===== config.mk =====
export PLATFORM = sky130hd
export DESIGN_NAME = ocsim_data_arbiter
export DESIGN_NICKNAME = d
export VERILOG_FILES = /design/src/rtl/ocsim_pkg.sv /design/src/rtl/ocsim_arb_picker.sv /design/src/rtl/ocsim_data_arbiter.sv
export SDC_FILE = /design/constraint.sdc
export NUM_CORES = 1
export LEC_CHECK = 0
export ABC_AREA = 1
export CAP_MARGIN = 20
export CORE_MARGIN = 2
export CORE_UTILIZATION = 41
export CTS_CLUSTER_DIAMETER = 100
export DETAILED_ROUTE_END_ITERATION = 8
export PLACE_DENSITY = 0.94
export SLEW_MARGIN = 10
export SYNTH_ARGS = -nofsm -noshare
export SYNTH_HDL_FRONTEND = slang
export SYNTH_SLANG_ARGS = --single-unit

===== constraint.sdc =====
create_clock -name clock -period 3.5 [get_ports clock]
set_input_delay 0.7 -clock clock [delete_from_list [all_inputs] [get_ports clock]]
set_output_delay 0.7 -clock clock [all_outputs]
set_load 0.02 [all_outputs]

===== src/rtl/ocsim_pkg.sv =====
`default_nettype none
// ============================================================================
//  Module      : ocsim_pkg
//  Description : Shared types and helpers for the ocsim simulation arbiters.
//  Revision    : 1.0 - initial release
// ============================================================================
package ocsim_pkg;

  // Arbitration policy used when a new grant is chosen.
  typedef enum logic [0:0] {
    ArbRoundRobin    = 1'b0,
    ArbFixedPriority = 1'b1
  } ArbPolicy;

  // Index width for n requesters; never zero so a single-input arbiter
  // still has a real source-tag port.
  function automatic int unsigned src_width(input int unsigned n);
    return (n > 1) ? $clog2(n) : 1;
  endfunction

endpackage
`default_nettype wire


===== src/rtl/ocsim_arb_picker.sv =====
`default_nettype none
// ============================================================================
//  Module      : ocsim_arb_picker
//  Description : Combinational requester selection. Round-robin scans from
//                the index after lastGrant with wrap; fixed priority takes
//                the lowest set request bit.
//  Revision    : 1.0 - initial release
// ============================================================================
module ocsim_arb_picker
  import ocsim_pkg::*;
#(
  parameter int unsigned NumInputs   = 4,
  parameter ArbPolicy    Policy      = ArbRoundRobin,
  parameter int unsigned SourceWidth = src_width(NumInputs)
) (
  input  logic [NumInputs-1:0]   req,
  input  logic [SourceWidth-1:0] lastGrant,
  output logic [SourceWidth-1:0] pick,
  output logic                   anyReq
);

  // Visit candidates in priority order and keep the first requester seen.
  always_comb begin
    logic                   found;
    int unsigned            idx;
    logic [SourceWidth-1:0] cand;
    found = 1'b0;
    idx   = 0;
    cand  = '0;
    pick  = '0;
    for (int unsigned i = 0; i < NumInputs; i++) begin
      if (Policy == ArbFixedPriority) begin
        idx = i;
      end else begin
        idx = (32'(lastGrant) + 1 + i) % NumInputs;
      end
      cand = SourceWidth'(idx);
      if (!found && req[cand]) begin
        found = 1'b1;
        pick  = cand;
      end
    end
  end

  assign anyReq = |req;

endmodule
`default_nettype wire


===== src/rtl/ocsim_data_arbiter.sv =====
`default_nettype none
// ============================================================================
//  Module      : ocsim_data_arbiter
//  Description : Shares one valid/ready sink between NumInputs sources.
//                One source is granted for a burst of up to MaxBurst beats,
//                then the arbiter spends one Idle cycle choosing the next.
//                The output stage is fully registered and every beat is
//                tagged with the index of the source that supplied it.
//  Revision    : 1.0 - initial release
// ============================================================================
module ocsim_data_arbiter
  import ocsim_pkg::*;
#(
  parameter type         Type      = logic [31:0],
  parameter int unsigned NumInputs = 4,
  parameter int unsigned MaxBurst  = 8,
  parameter ArbPolicy    Policy    = ArbRoundRobin,
  localparam int unsigned SourceWidth = src_width(NumInputs)
) (
  input  logic                   clock,
  input  logic                   resetN,
  input  Type                    inData   [NumInputs],
  input  logic [NumInputs-1:0]   inValid,
  output logic [NumInputs-1:0]   inReady,
  input  logic [NumInputs-1:0]   inEnable,
  output Type                    outData,
  output logic                   outValid,
  input  logic                   outReady,
  output logic [SourceWidth-1:0] outSource,
  output logic                   busy
);

  localparam int unsigned CountWidth = $clog2(MaxBurst + 1);

  localparam logic [0:0] ST_IDLE  = 1'b0;
  localparam logic [0:0] ST_GRANT = 1'b1;

  // Last grant starts at the top index so input 0 wins the first round-robin pass.
  localparam logic [SourceWidth-1:0] LastInit = SourceWidth'(NumInputs - 1);
  localparam logic [CountWidth-1:0]  LastBeat = CountWidth'(MaxBurst - 1);

  logic [0:0]             state_q,      state_d;
  logic [SourceWidth-1:0] grant_q,      grant_d;
  logic [SourceWidth-1:0] last_grant_q, last_grant_d;
  logic [CountWidth-1:0]  beat_count_q, beat_count_d;
  Type                    out_data_q,   out_data_d;
  logic                   out_valid_q,  out_valid_d;
  logic [SourceWidth-1:0] out_source_q, out_source_d;
  logic                   busy_q,       busy_d;

  logic [NumInputs-1:0]   req;
  logic [SourceWidth-1:0] pick;
  logic                   any_req;
  logic                   load;
  logic                   grant_valid;
  logic                   xfer;

  // The enable mask only matters here, i.e. when a new grant is chosen.
  assign req = inValid & inEnable;

  ocsim_arb_picker #(
    .NumInputs  (NumInputs),
    .Policy     (Policy),
    .SourceWidth(SourceWidth)
  ) u_picker (
    .req      (req),
    .lastGrant(last_grant_q),
    .pick     (pick),
    .anyReq   (any_req)
  );

  // Output register may take a new beat when empty or being drained this cycle.
  assign load        = !out_valid_q || outReady;
  assign grant_valid = inValid[grant_q];
  assign xfer        = (state_q == ST_GRANT) && load && grant_valid;

  // Only the granted source sees ready, and only when the output can take a beat.
  always_comb begin
    inReady = '0;
    if (state_q == ST_GRANT) begin
      inReady[grant_q] = load;
    end
  end

  // Next-state logic for the grant FSM and the registered output stage.
  always_comb begin
    state_d      = state_q;
    grant_d      = grant_q;
    last_grant_d = last_grant_q;
    beat_count_d = beat_count_q;
    busy_d       = busy_q;
    out_data_d   = out_data_q;
    out_valid_d  = out_valid_q;
    out_source_d = out_source_q;

    if (load) begin
      out_valid_d = xfer;
      if (xfer) begin
        out_data_d   = inData[grant_q];
        out_source_d = grant_q;
      end
    end

    case (state_q)
      ST_IDLE: begin
        if (any_req) begin
          state_d      = ST_GRANT;
          grant_d      = pick;
          last_grant_d = pick;
          beat_count_d = '0;
          busy_d       = 1'b1;
        end
      end
      default: begin
        if (xfer) begin
          beat_count_d = beat_count_q + CountWidth'(1);
          // Release on the last permitted beat, so the counter never wraps.
          if (beat_count_q == LastBeat) begin
            state_d = ST_IDLE;
            busy_d  = 1'b0;
          end
        end else if (load) begin
          // Output could accept but the granted source had nothing: it ran dry.
          state_d = ST_IDLE;
          busy_d  = 1'b0;
        end
      end
    endcase
  end

  // State and output registers; reset drops any in-flight beat.
  always_ff @(posedge clock or negedge resetN) begin
    if (!resetN) begin
      state_q      <= ST_IDLE;
      grant_q      <= '0;
      last_grant_q <= LastInit;
      beat_count_q <= '0;
      out_data_q   <= '0;
      out_valid_q  <= 1'b0;
      out_source_q <= '0;
      busy_q       <= 1'b0;
    end else begin
      state_q      <= state_d;
      grant_q      <= grant_d;
      last_grant_q <= last_grant_d;
      beat_count_q <= beat_count_d;
      out_data_q   <= out_data_d;
      out_valid_q  <= out_valid_d;
      out_source_q <= out_source_d;
      busy_q       <= busy_d;
    end
  end

  assign outData   = out_data_q;
  assign outValid  = out_valid_q;
  assign outSource = out_source_q;
  assign busy      = busy_q;

endmodule
`default_nettype wire


Yosys cells after proc, flatten, opt, wreduce, memory -nomap -nowiden --
Cells that the tools add are included.
Operators by class: add/subtract/negate cells 5, order comparisons 7, equal/unequal tests 4, multiplexer cells 36, bitwise logic cells 4, reductions and logical operators 17
Operators by type and width (number):
- $bmux 32 s2 | 1
- $mux 32 | 2
- $mux 1 | 19
- $mux 4 | 4
- $lt 2x3->1 const B | 5
- $bmux 1 s2 | 5
- $and 4x4->4 | 2
- $mux 2 | 4
- $logic_and 1x1->1 | 6
- $reduce_and 2->1 | 3
- $add 2x1->2 const B | 2
- $add 2x2->2 const B | 2
- $add 4x1->4 const B | 1
- $eq 4x3->1 const B | 1
- $logic_not 1->1 | 4
- $reduce_or 4->1 | 1
- $ge 3x3->1 const B | 1
- $ne 3x1->1 const B | 1
- $ne 3x2->1 const B | 1
- $not 2->3 | 1
- $reduce_and 3->1 | 1
- $demux 1 s2 | 1
- $ge 2x1->1 const B | 1
- $ne 2x1->1 const B | 1
- other kinds (3) | 3
Word-level totals: flip-flop bits (word level) 45, input bits 139, output and inout port bits 40, logic and storage cells 81

Depth between registers and ports, before layout --
Gate-level depths: netlist of run 1.
word-level depth 13, mapped depth 11, mapped depth without buffers 11

By module --
From an unflattened synthesis of run 1, not the netlist that was laid out.
Second synthesis, totals: cell total of the unflattened synthesis 469, area, all modules 3171.8 um^2
By module, submodules not included:
- ocsim_data_arbiter | times used 1, cells each 410, area an instance 2887.8 um^2, sequential area each 1128.6 um^2
- ocsim_arb_picker | times used 1, cells each 59, area an instance 284.0 um^2, sequential area each 0.0 um^2

Worst setup path after synthesis of run 1 --
Ideal clock, no wire load.
kind input to output, start point in outReady, end point out inReady[0], arrival 1.571 ns, data required time 2.800 ns, setup slack 1.229 ns, cell stages on the path 4, path buffers 0, cell sequence nor2_1 -> nor2_1 -> inv_1 -> nor3_1
On the way: cells in the longest elaborated chain, start to end 3
RTL lines:
- start, declared | RTL line ocsim_data_arbiter.sv:28 | input logic outReady,
- $logic_or 1x1->1 | RTL line ocsim_data_arbiter.sv:73 | assign load = !out_valid_q || outReady;
- $and 4x4->4 (no source line)
- $mux 4 | RTL line ocsim_data_arbiter.sv:80 | if (state_q == ST_GRANT) begin
- end, declared | RTL line ocsim_data_arbiter.sv:24 | output logic [NumInputs-1:0] inReady,
No other way between the ends.

Worst setup path in the final report of run 1 --
start point in outReady, end point out inReady[2]
Same word-level chain as after synthesis.

==> impl_results.md, run 1 <==
- Post-synthesis simple-gate area fraction: 42.1%
- Place WS: 0.552 ns
- Largest net degree at the start of global routing: 46
- FF-to-FF path depth: 8
- R2r startpoint: grant_q[0]
- I/O pin count: 179
- Final Setup Violations: 0
- CP top delay family: buffers and inverters
- Most frequent cells in the layout: clkdlybuf4s50_1, nand2_1, nand3_1
- R2R Setup Slk: 0.70 ns
- LEAKAGE: 2.18 nW
- Finished Layout Cells: 679
- Die height: 88.9 microns
- Total clock sinks: 45
- Post-synthesis instance total: 421
- Commonest non-fill, non-tap cell in the layout: clkdlybuf4s50_1
- # diodes: 0
- CP endpoint: inReady[2]
- Yosys reg bits: 45
- Largest stage delay on the critical path: 0.64 ns
- FMAX: 338 MHz
- Critical Path RT: 2.80 ns
- Placed Cells: 670
- Drt initial violations: 182
- Routability-driven placement congestion ratio: 0.857
- Core area: 6870 sq um
- Layout area overhead: 63.0%
- First-pass GRT wire length: 15700 microns
- Crit path cell chain: clkdlybuf4s50_1 -> nor2_1 -> nor2_1 -> inv_1 -> nor3_1 -> clkdlybuf4s50_1
- Inserted Clock Buffers: 5
- Core Rows: 30
- Final wirelength: 10600 microns
- Critical Path Stages: 6
- Seq/Total Area, Yosys: 38.2%
- CTS tree: built
- Status: finished, final reports clean
- Clk slew on worst S/H paths: 0.08 ns
- Die area: 7910 sq um
- Distinct cells, synth: 28
- Slew Limit Fails: 0
- Fin crit period: 2.96 ns
- Fin Clk Skew: 0.00434 ns
- Worst slew pin tran: 0.844 ns
- Resized Gates After CTS: 0
- RSZ-0062 raised after global routing: false
- Multiplexer area fraction after synthesis: 0%
- Placed inst area: 4720 sq um
- Starting Density: 43.0%
- Clock buffer depth: 2
- Worst Setup Slack, final: 0.543 ns
- Post-DRT Antenna Nets: 0
- Tot Pwr: 3.64 mW
- Final Hold Fails: 0
- Worst setup SP type: input pin
- Critical Path AT: 2.26 ns
- GRT Util Overall: 25.3%
- Die X-Extent: 88.9 microns
- Crit. Startpoint: outReady
- Root Driver: clkbuf_8
- Crit path kind: input pin to output pin
- Largest family of logic cells by synthesized area: simple AND/OR/NAND/NOR gates
- Fin nets: 722
- Yosys Warn Count: 0
- Slew HR: 43.6%
- Wire per inst: 15.5 microns
- Synth Area in Adders: 0.423%
- DR vias: 3656
- Clock latency on the worst-skew pair: 0.28 ns
- Critical R2R Capture: beat_count_q[0]
- Max Cap Viol: 0
- Share of cells above drive strength 1: 4.46%
- Post-synthesis xor/xnor area fraction: 0.889%
- Peak supply drop: 0.608 mV
- Syn Area/Cell: 7.02 sq um
- DP HPWL: 7810 microns
- # DRC: 0
- Post-CTS Setup Inserts: 0
- Max FO, Critical Path: 4
- Synth Net Count: 561
- PwrDens: 756 nW/um^2
- Setup tns final: 0 ns
- Final period utilization: 84.5%
- H-Tree Depth: 2
- WP buf/inv: 3
- Design area: 4820 sq um
- Grt total ovfl: 0
- Hold Crit Class: input pin to async pin
- Port Buffers: 178
- Vias per cell: 5.38
- Post-synthesis compound-gate area fraction: 10.7%
- Hold_ws: 0.359 ns
- Util after Layout: 70.1%
- CP endpoint kind: output pin
- Antenna violations before repair: 0
- Hold_buf cts: 0
- CP max-delay cell: clkdlybuf4s50_1
- Netlist Area Pre-Place: 2960 sq um
- Vias in the first global route: 3468
- TritonRoute pass-1 iters: 5
-- where the power goes --
part	leakage [nW]	switching (mW)	total, mW	internal [mW]
Sequential	0.562	0.216	0.983	0.767
Clock	0.0450	0.167	0.305	0.139
Combinational	1.58	1.41	2.36	0.949
Total	2.18	1.79	3.64	1.85
-- layer usage --
layer / share of wire, % / wire (microns) / track usage (%) / vias up
met3: 8.8 / 929 / 6.56 / 26
li1: - / - / - / 1746
met1: 38 / 4010 / 28.0 / 1718
met2: 51 / 5360 / 47.3 / 166
met5: 0 / 0 / 0 / -
met4: 2.4 / 255 / 7.99 / 0
-- worst min path at each step --
| stage | from | end | depth (start not counted) |
|---|---|---|---|
| floorplan | resetN | beat_count_q[0] | 0 |
| global placement | outData[15] | outData[15] | 2 |
| detailed placement | outData[22] | outData[22] | 2 |
| global route | resetN | outData[10] | 1 |
| finish | resetN | outData[30] | 1 |
| CTS | outData[22] | outData[22] | 2 |
-- final cells by class --
| class | instances | area (sq um) |
|---|---|---|
| clock buffers | 6 | 72.6 |
| inverters | 13 | 51.3 |
| clock inverters | 2 | 10.0 |
| flip-flops and latches | 45 | 1130 |
| well taps | 96 | 120 |
| repair buffers | 184 | 1830 |
| multi-input cells | 333 | 1600 |
| fillers | 567 | 2050 |
-- flip-flops by register name (all words and copies together) (netlist names) --
signal and count:
outData 32, beat_count_q 4, grant_q 2, last_grant_q 2, outSource 2, busy 1
outValid 1, state_q 1
-- cell usage after synthesis (all sizes together) --
cell type  instances  area share [%]
a21oi              5            0.85
a22oi             33             8.4
a31oi              1            0.21
buf               21             4.8
clkbuf             9             1.1
dfrtp             43              36
dfstp              2             1.8
ha                 1            0.42
inv               13             1.7
nand2            151              20
nand3            112              19
nand4              3            0.63
nor2              14             2.3
nor3               3            0.51
o21ai              6             1.3
or2                1            0.21
xnor2              1            0.30
xor2               2            0.59
-- logic make-up (layout without fill, tap and decap cells) --
logic type | after synthesis | in the layout
AND/OR/NAND/NOR | 284 | 284
AO/OA/AOI/OAI | 45 | 45
flip-flops | 45 | 45
buffers and inverters | 43 | 205
XOR/XNOR | 3 | 3
adder cells (fa/ha/maj) | 1 | 1
-- worst register-to-register path, delay by kind of cell (launching register included) --
| family | cells | cell delay, ns |
|---|---|---|
| and+or+nand+nor | 4 | 1.20 |
| buffers and inverters | 2 | 0.69 |
| AOI/OAI and AO/OA | 2 | 0.35 |
| DFF | 1 | 0.48 |
(Power assumes the default switching activity.)
==> run 2, diff against run 1 <==
--- a/config.mk
+++ b/config.mk
@@ -8,10 +8,10 @@
 export ABC_AREA = 1
 export CAP_MARGIN = 20
 export CORE_MARGIN = 2
-export CORE_UTILIZATION = 41
+export CORE_UTILIZATION = 34
 export CTS_CLUSTER_DIAMETER = 100
 export DETAILED_ROUTE_END_ITERATION = 8
-export PLACE_DENSITY = 0.94
+export PLACE_DENSITY = 0.84
 export SLEW_MARGIN = 10
 export SYNTH_ARGS = -nofsm -noshare
 export SYNTH_HDL_FRONTEND = slang
==> constraint.sdc (replaced) <==
create_clock -name clock -period 2.65 [get_ports clock]
set_input_delay 0.53 -clock clock [delete_from_list [all_inputs] [get_ports clock]]
set_output_delay 0.53 -clock clock [all_outputs]
set_load 0.02 [all_outputs]
==> run 2 against run 1 <==
Net effect:
- clock-buffer cell count stayed put
- core utilization is 13 points lower
- largest power group unchanged
- register-to-register slack got worse by 0.44 ns
- largest cell class unchanged
- die area grew 20%
- first-iteration DRC count rose by 39%
- critical endpoint is now beat_count_q[0]
- sequential cell count did not move
- cell area is 1.2% higher
- combinational power rose by 33%
- clock skew grew 0.0023 ns
==> impl_results.md, run 2 (synthesis results as in run 1) <==
- I/O pin count: 179 (unchanged)
- Final Hold Fails: 0 (unchanged)
- # diodes: 0 (unchanged)
- Layout area overhead: 65.0% (was 63.0%)
- Final period utilization: 90.2%
- Total clock sinks: 45 (unchanged)
- Critical R2R Capture: beat_count_q[0] (unchanged)
- Clock buffer depth: 2 (unchanged)
- LEAKAGE: 2.25 nW (was 2.18 nW)
- Core area: 8590 sq um (was 6870 sq um)
- Die height: 97.3 microns (was 88.9 microns)
- Die X-Extent: 97.3 microns (was 88.9 microns)
- Final Setup Violations: 0 (unchanged)
- Place WS: -0.0141 ns (was 0.552 ns)
- CP endpoint: beat_count_q[0] (was inReady[2])
- TritonRoute pass-1 iters: 5 (unchanged)
- Starting Density: 34.4% (was 43.0%)
- Clk slew on worst S/H paths: 0.09 ns (was 0.08 ns)
- Tot Pwr: 4.98 mW (was 3.64 mW)
- Share of cells above drive strength 1: 4.96% (was 4.46%)
- Fin Clk Skew: 0.00669 ns (was 0.00434 ns)
- FMAX: 418 MHz
- Drt initial violations: 253 (was 182)
- Port Buffers: 178 (unchanged)
- First-pass GRT wire length: 17700 microns (was 15700 microns)
- Status: finished, final reports clean (unchanged)
- Fin nets: 724 (was 722)
- Die area: 9460 sq um (was 7910 sq um)
- Wire per inst: 16.0 microns (was 15.5 microns)
- Setup tns final: 0 ns (unchanged)
- Post-DRT Antenna Nets: 0 (unchanged)
- GRT Util Overall: 22.6% (was 25.3%)
- PwrDens: 1020 nW/um^2 (was 756 nW/um^2)
- Post-CTS Setup Inserts: 0 (unchanged)
- Max FO, Critical Path: 34 (was 4)
- Antenna violations before repair: 0 (unchanged)
- Crit path kind: flip-flop to flip-flop (was input pin to output pin)
- Routability-driven placement congestion ratio: 0.876 (was 0.857)
- R2r startpoint: grant_q[1] (was grant_q[0])
- Slew HR: 41.0% (was 43.6%)
- Core Rows: 34 (was 30)
- DP HPWL: 8110 microns (was 7810 microns)
- Critical Path RT: 2.88 ns (was 2.80 ns)
- Placed Cells: 684 (was 670)
- Fin crit period: 2.39 ns
- # DRC: 0 (unchanged)
- RSZ-0062 raised after global routing: false (unchanged)
- Peak supply drop: 0.595 mV (was 0.608 mV)
- Max FFs per register: 32 (unchanged)
- Slew Limit Fails: 0 (unchanged)
- CTS tree: built (unchanged)
- CP endpoint kind: flip-flop (was output pin)
- Inserted Clock Buffers: 5 (unchanged)
- Clock latency on the worst-skew pair: 0.29 ns (was 0.28 ns)
- Grt total ovfl: 0 (unchanged)
- Commonest non-fill, non-tap cell in the layout: clkdlybuf4s50_1 (unchanged)
- Worst Setup Slack, final: 0.260 ns (was 0.543 ns)
- Worst slew pin tran: 0.884 ns (was 0.844 ns)
- Finished Layout Cells: 693 (was 679)
- Vias per cell: 5.23 (was 5.38)
- Hold Crit Class: input pin to async pin (unchanged)
- Root Driver: clkbuf_8 (unchanged)
- Largest net degree at the start of global routing: 36 (was 46)
- H-Tree Depth: 2 (unchanged)
- Most frequent cells in the layout: clkdlybuf4s50_1, nand2_1, nand3_1 (unchanged)
- Worst setup SP type: flip-flop (was input pin)
- R2R Setup Slk: 0.26 ns (was 0.70 ns)
- Max Cap Viol: 0 (unchanged)
- Crit. Startpoint: grant_q[1] (was outReady)
- Placed inst area: 4750 sq um (was 4720 sq um)
- Critical Path AT: 2.62 ns (was 2.26 ns)
- Vias in the first global route: 3588 (was 3468)
- Final wirelength: 11100 microns (was 10600 microns)
- FF-to-FF path depth: 7 (was 8)
- Design area: 4880 sq um (was 4820 sq um)
- DR vias: 3624 (was 3656)
-- run 2: cell type report --
type                    instances  area (sq um)
clock buffers                   6          82.6
clock inverters                 2          37.5
fillers                       785          3710
inverters                      13          51.3
multi-input cells             334          1610
flip-flops and latches         45          1130
well taps                     108           135
repair buffers                185          1840
-- run 2: worst min-delay path by stage --
stage                from         endpoint  cells past startpoint
4_1_cts            resetN       outData[7]                      1
2_1_floorplan      resetN  beat_count_q[0]                      0
6_report           resetN       outData[7]                      1
3_3_place_gp   outData[1]       outData[1]                      2
5_1_grt            resetN       outData[7]                      1
3_5_place_dp   outData[4]       outData[4]                      2
-- run 2: per-stage QoR --
step	util (%)	hold slack [ns]
global route	56.8	0.301
finish	56.8	0.250
detailed placement	55.2	0.464
CTS	56.6	0.280
floorplan	-	0.234
global placement	55.2	0.461
-- run 2: report_power, final --
group          internal [mW]  switching, mW  total, mW
clock                  0.307          0.239      0.546
combinational           1.26           1.90       3.15
sequential              1.01          0.267       1.28
total                   2.58           2.40       4.98
-- run 2: routing by layer --
layer | wire [microns] | share of wire (%) | track usage (%) | up-vias
li1 | - | - | - | 1755
met3 | 788 | 7.1 | 5.54 | 12
met4 | 132 | 1.2 | 4.70 | 0
met5 | 0 | 0 | 0 | -
met1 | 4580 | 41 | 27.8 | 1698
met2 | 5590 | 50 | 40.2 | 159
-- run 2: worst max-delay path, stage by stage (launching register included) --
cell     delay [ns]
dfrtp_2        0.55
nor2_4         0.65
a22oi_1        0.22
nand2_2        0.15
nand2_4        0.19
inv_4          0.33
nor2_1         0.08
a21oi_1        0.12
-- run 2: what timing repair did --
item                       CTS  global route
resized for setup            1             3
hold buffers                 0             0
pin swaps                    0             1
cloned                       0             1
setup endpoints to repair    1            37
==> run 3, diff against run 2 <==
--- a/config.mk
+++ b/config.mk
@@ -8,11 +8,11 @@
 export ABC_AREA = 1
 export CAP_MARGIN = 20
 export CORE_MARGIN = 2
-export CORE_UTILIZATION = 34
-export CTS_CLUSTER_DIAMETER = 100
+export CORE_UTILIZATION = 35
 export DETAILED_ROUTE_END_ITERATION = 8
 export PLACE_DENSITY = 0.84
 export SLEW_MARGIN = 10
 export SYNTH_ARGS = -nofsm -noshare
 export SYNTH_HDL_FRONTEND = slang
+export SYNTH_HIERARCHICAL = 1
 export SYNTH_SLANG_ARGS = --single-unit
==> run 3 against run 2 <==
Net effect:
- global-route usage decreased by 0.53 points
- sequential power about the same
- synthesized cell count increased by 11%
==> impl_results.md, run 3 <==
- P_int: 2.51 mW (was 2.58 mW)
- Die area: 9840 sq um (was 9460 sq um)
- Placed Cells: 724 (was 684)
- Setup tns final: 0 ns (unchanged)
- Synth area leaders: dfrtp_1, nand3_1, nand2_1 (unchanged)
- Die X-Extent: 99.2 microns (was 97.3 microns)
- R2R Setup Slk: 0.65 ns (was 0.26 ns)
- Layout area overhead: 58.4% (was 65.0%)
- TritonRoute pass-1 iters: 6 (was 5)
- Hold Crit Class: input pin to async pin (unchanged)
- Antenna violations before repair: 0 (unchanged)
- Top cell type's share of synthesized area: 33.9% (was 36.4%)
- Comb pwr share: 63.8% (was 63.3%)
- Clk slew on worst S/H paths: 0.09 ns (about the same)
- Net Sw Power: 2.35 mW (was 2.40 mW)
- # diodes: 0 (unchanged)
- Wire per inst: 14.8 microns (was 16.0 microns)
- Cell mode on critical path: clkdlybuf4s50_1
- Share of cells above drive strength 1: 6.09% (was 4.96%)
- Largest net degree at the start of global routing: 65 (was 36)
- Slew HR: 56.0% (was 41.0%)
- Hold_ws: 0.189 ns (was 0.250 ns)
- CP endpoint kind: output pin (was flip-flop)
- Register share of total power: 25.6% (was 25.7%)
- Synth Net Count: 609 (was 561)
- LEAKAGE: 2.25 nW (about the same)
- GRT Util Overall: 22.0% (was 22.6%)
- Final wirelength: 10900 microns (was 11100 microns)
- Max FO, Critical Path: 4 (was 34)
- Main synth FF type: dfrtp_1 (unchanged)
- Max Cap Viol: 0 (unchanged)
- # DRC: 0 (unchanged)
- DP HPWL: 8060 microns (was 8110 microns)
- Clock latency on the worst-skew pair: 0.30 ns (was 0.29 ns)
- Hold_buf cts: 0 (unchanged)
- Finished Layout Cells: 732 (was 693)
- Vias per cell: 5.28 (was 5.23)
- DR vias: 3866 (was 3624)
- Top post-synthesis cells by count: nand2_1, nand3_1, dfrtp_1 (unchanged)
- Placed inst area: 4910 sq um (was 4750 sq um)
- Largest stage delay on the critical path: 0.64 ns (was 0.65 ns)
- Total clock sinks: 45 (unchanged)
- Crit path cell chain: clkdlybuf4s50_1 -> nor2_1 -> nor2_2 -> inv_1 -> nor3_1 -> clkdlybuf4s50_1 (was nor2_4 -> a22oi_1 -> nand2_2 -> nand2_4 -> inv_4 -> nor2_1 -> a21oi_1)
- Core Rows: 34 (unchanged)
- CTS tree: built (unchanged)
- Clock share of power: 10.6% (was 11.0%)
- PwrDens: 967 nW/um^2 (was 1020 nW/um^2)
- Root Driver: clkbuf_8 (unchanged)
- Design area: 5020 sq um (was 4880 sq um)
- Fin crit period: 2.56 ns (was 2.39 ns)
- Drt initial violations: 151 (was 253)
- Fillers: 804 (was 785)
- Post-DRT Antenna Nets: 0 (unchanged)
- Core area: 8760 sq um (was 8590 sq um)
- Peak supply drop: 0.318 mV (was 0.595 mV)
- Distinct cells, synth: 29 (was 28)
- Vias in the first global route: 3831 (was 3588)
- Most frequent cells in the layout: clkdlybuf4s50_1, nand2_1, nand3_1 (unchanged)
- Syn Area/Cell: 6.76 sq um (was 7.02 sq um)
- First-pass GRT wire length: 17800 microns (was 17700 microns)
- CP max-delay cell: clkdlybuf4s50_1 (was nor2_4)
- RSZ-0062 raised after global routing: false (unchanged)
- Clock buffer depth: 2 (unchanged)
- Seq/Total Area, Yosys: 35.6% (was 38.2%)
- Slew Limit Fails: 0 (unchanged)
- Final period utilization: 96.7% (was 90.2%)
- Grt total ovfl: 0 (unchanged)
- Resized Gates After CTS: 0 (was 1)
- Post-synthesis instance total: 469 (was 421)
- Port Buffers: 178 (unchanged)
- EDFF count, synth: 0 (unchanged)
- Critical Path RT: 2.12 ns (was 2.88 ns)
- Worst setup SP type: input pin (was flip-flop)
- Worst Setup Slack, final: 0.0870 ns (was 0.260 ns)
- Die height: 99.2 microns (was 97.3 microns)
- I/O pin count: 179 (unchanged)
- Max FFs per register: 32 (unchanged)
- Yosys Warn Count: 6 (was 0)
- Place WS: 0.0945 ns (was -0.0141 ns)
- Fin nets: 763 (was 724)
- Netlist Area Pre-Place: 3170 sq um (was 2960 sq um)
- Commonest non-fill, non-tap cell in the layout: clkdlybuf4s50_1 (unchanged)
- Ys async rst share: 100% (unchanged)
- Sw Ratio: 48.4% (was 48.2%)
- Worst slew pin tran: 0.660 ns (was 0.884 ns)
- Inserted Clock Buffers: 5 (unchanged)
- FMAX: 390 MHz (was 418 MHz)
- H-Tree Depth: 2 (unchanged)
- Critical Path AT: 2.03 ns (was 2.62 ns)
- Crit path kind: input pin to output pin (was flip-flop to flip-flop)
- Yosys reg bits: 45 (unchanged)
- Status: finished, final reports clean (unchanged)
- Count leader, synth: nand2_1 (unchanged)
- Final Setup Violations: 0 (unchanged)
- Post-CTS Setup Inserts: 0 (unchanged)
- Final Hold Fails: 0 (unchanged)
- Fin Clk Skew: 0.00881 ns (was 0.00669 ns)
- Cell taking the most area after synthesis: dfrtp_1 (unchanged)
- Starting Density: 36.2% (was 34.4%)
- Routability-driven placement congestion ratio: 0.856 (was 0.876)
run 3: changes by cell type after synthesis, moves of 3 or more:
cell,change
a22oi_1,-33
nand3_1,+32
nand4_1,+31
nand2_2,+7
nor2_1,-7
buf_2,+6
inv_1,+5
nand2_1,+5
a21oi_1,-3
run 3: logic make-up after synthesis:
logic type	after synthesis	synth area share (%)
adder cells (fa/ha/maj)	1	0.394
XOR/XNOR	1	0.276
AND/OR/NAND/NOR	357	53.0
buffers and inverters	58	9.59
AO/OA/AOI/OAI	7	1.18
flip-flops	45	35.6
run 3: power groups by stage:
stage | Combinational (mW) | Clock (mW) | Sequential [mW]
5_1_grt | 3.42 | 0.567 | 1.29
2_1_floorplan | 1.82 | 0 | 1.48
3_3_place_gp | 3.02 | 0 | 1.24
6_report | 3.10 | 0.513 | 1.25
4_1_cts | 3.11 | 0.533 | 1.25
3_5_place_dp | 3.10 | 0 | 1.26
run 3: final timing paths:
check / from / to / cells past startpoint
worst max-delay path: outReady / inReady[0] / 6
worst min-delay path: resetN / beat_count_q[2] / 1
worst max register to register: grant_q[1] / outData[28] / 7
worst min register to register: outData[31] / outData[31] / 2
max in group asynchronous: resetN / outData[7] / 2
min in group clock: outData[31] / outData[31] / 2
run 3: through the flow:
stage	total power, mW	util, %
floorplan	3.30	-
global placement	4.26	56.1
detailed placement	4.36	56.1
CTS	4.89	57.3
global route	5.27	57.3
finish	4.86	57.3
run 3: cell type report:
| cell class | instances | area, sq um | share of cell area [%] |
|---|---|---|---|
| timing repair buffer | 184 | 1820 | 36.3 |
| tap | 108 | 135 | 2.69 |
| inverter | 21 | 86.3 | 1.72 |
| sequential | 45 | 1130 | 22.5 |
| clock inverter | 2 | 38.8 | 0.772 |
| multi-input combinational | 366 | 1740 | 34.6 |
| clock buffer | 6 | 72.6 | 1.44 |
run 3: critical path, delay by kind of cell:
kind	cells	cell delay, ns
buf+inv	3	1.18
simple gates	3	0.32
run 3: layer usage:
metal	track usage, %	share of wire (%)	routed length, microns	vias to the layer above
met3	4.64	7.3	792	28
met2	39.4	52	5600	182
li1	-	-	-	1891
met4	7.69	2.9	310	0
met5	0	0	0	-
met1	26.1	38	4150	1765
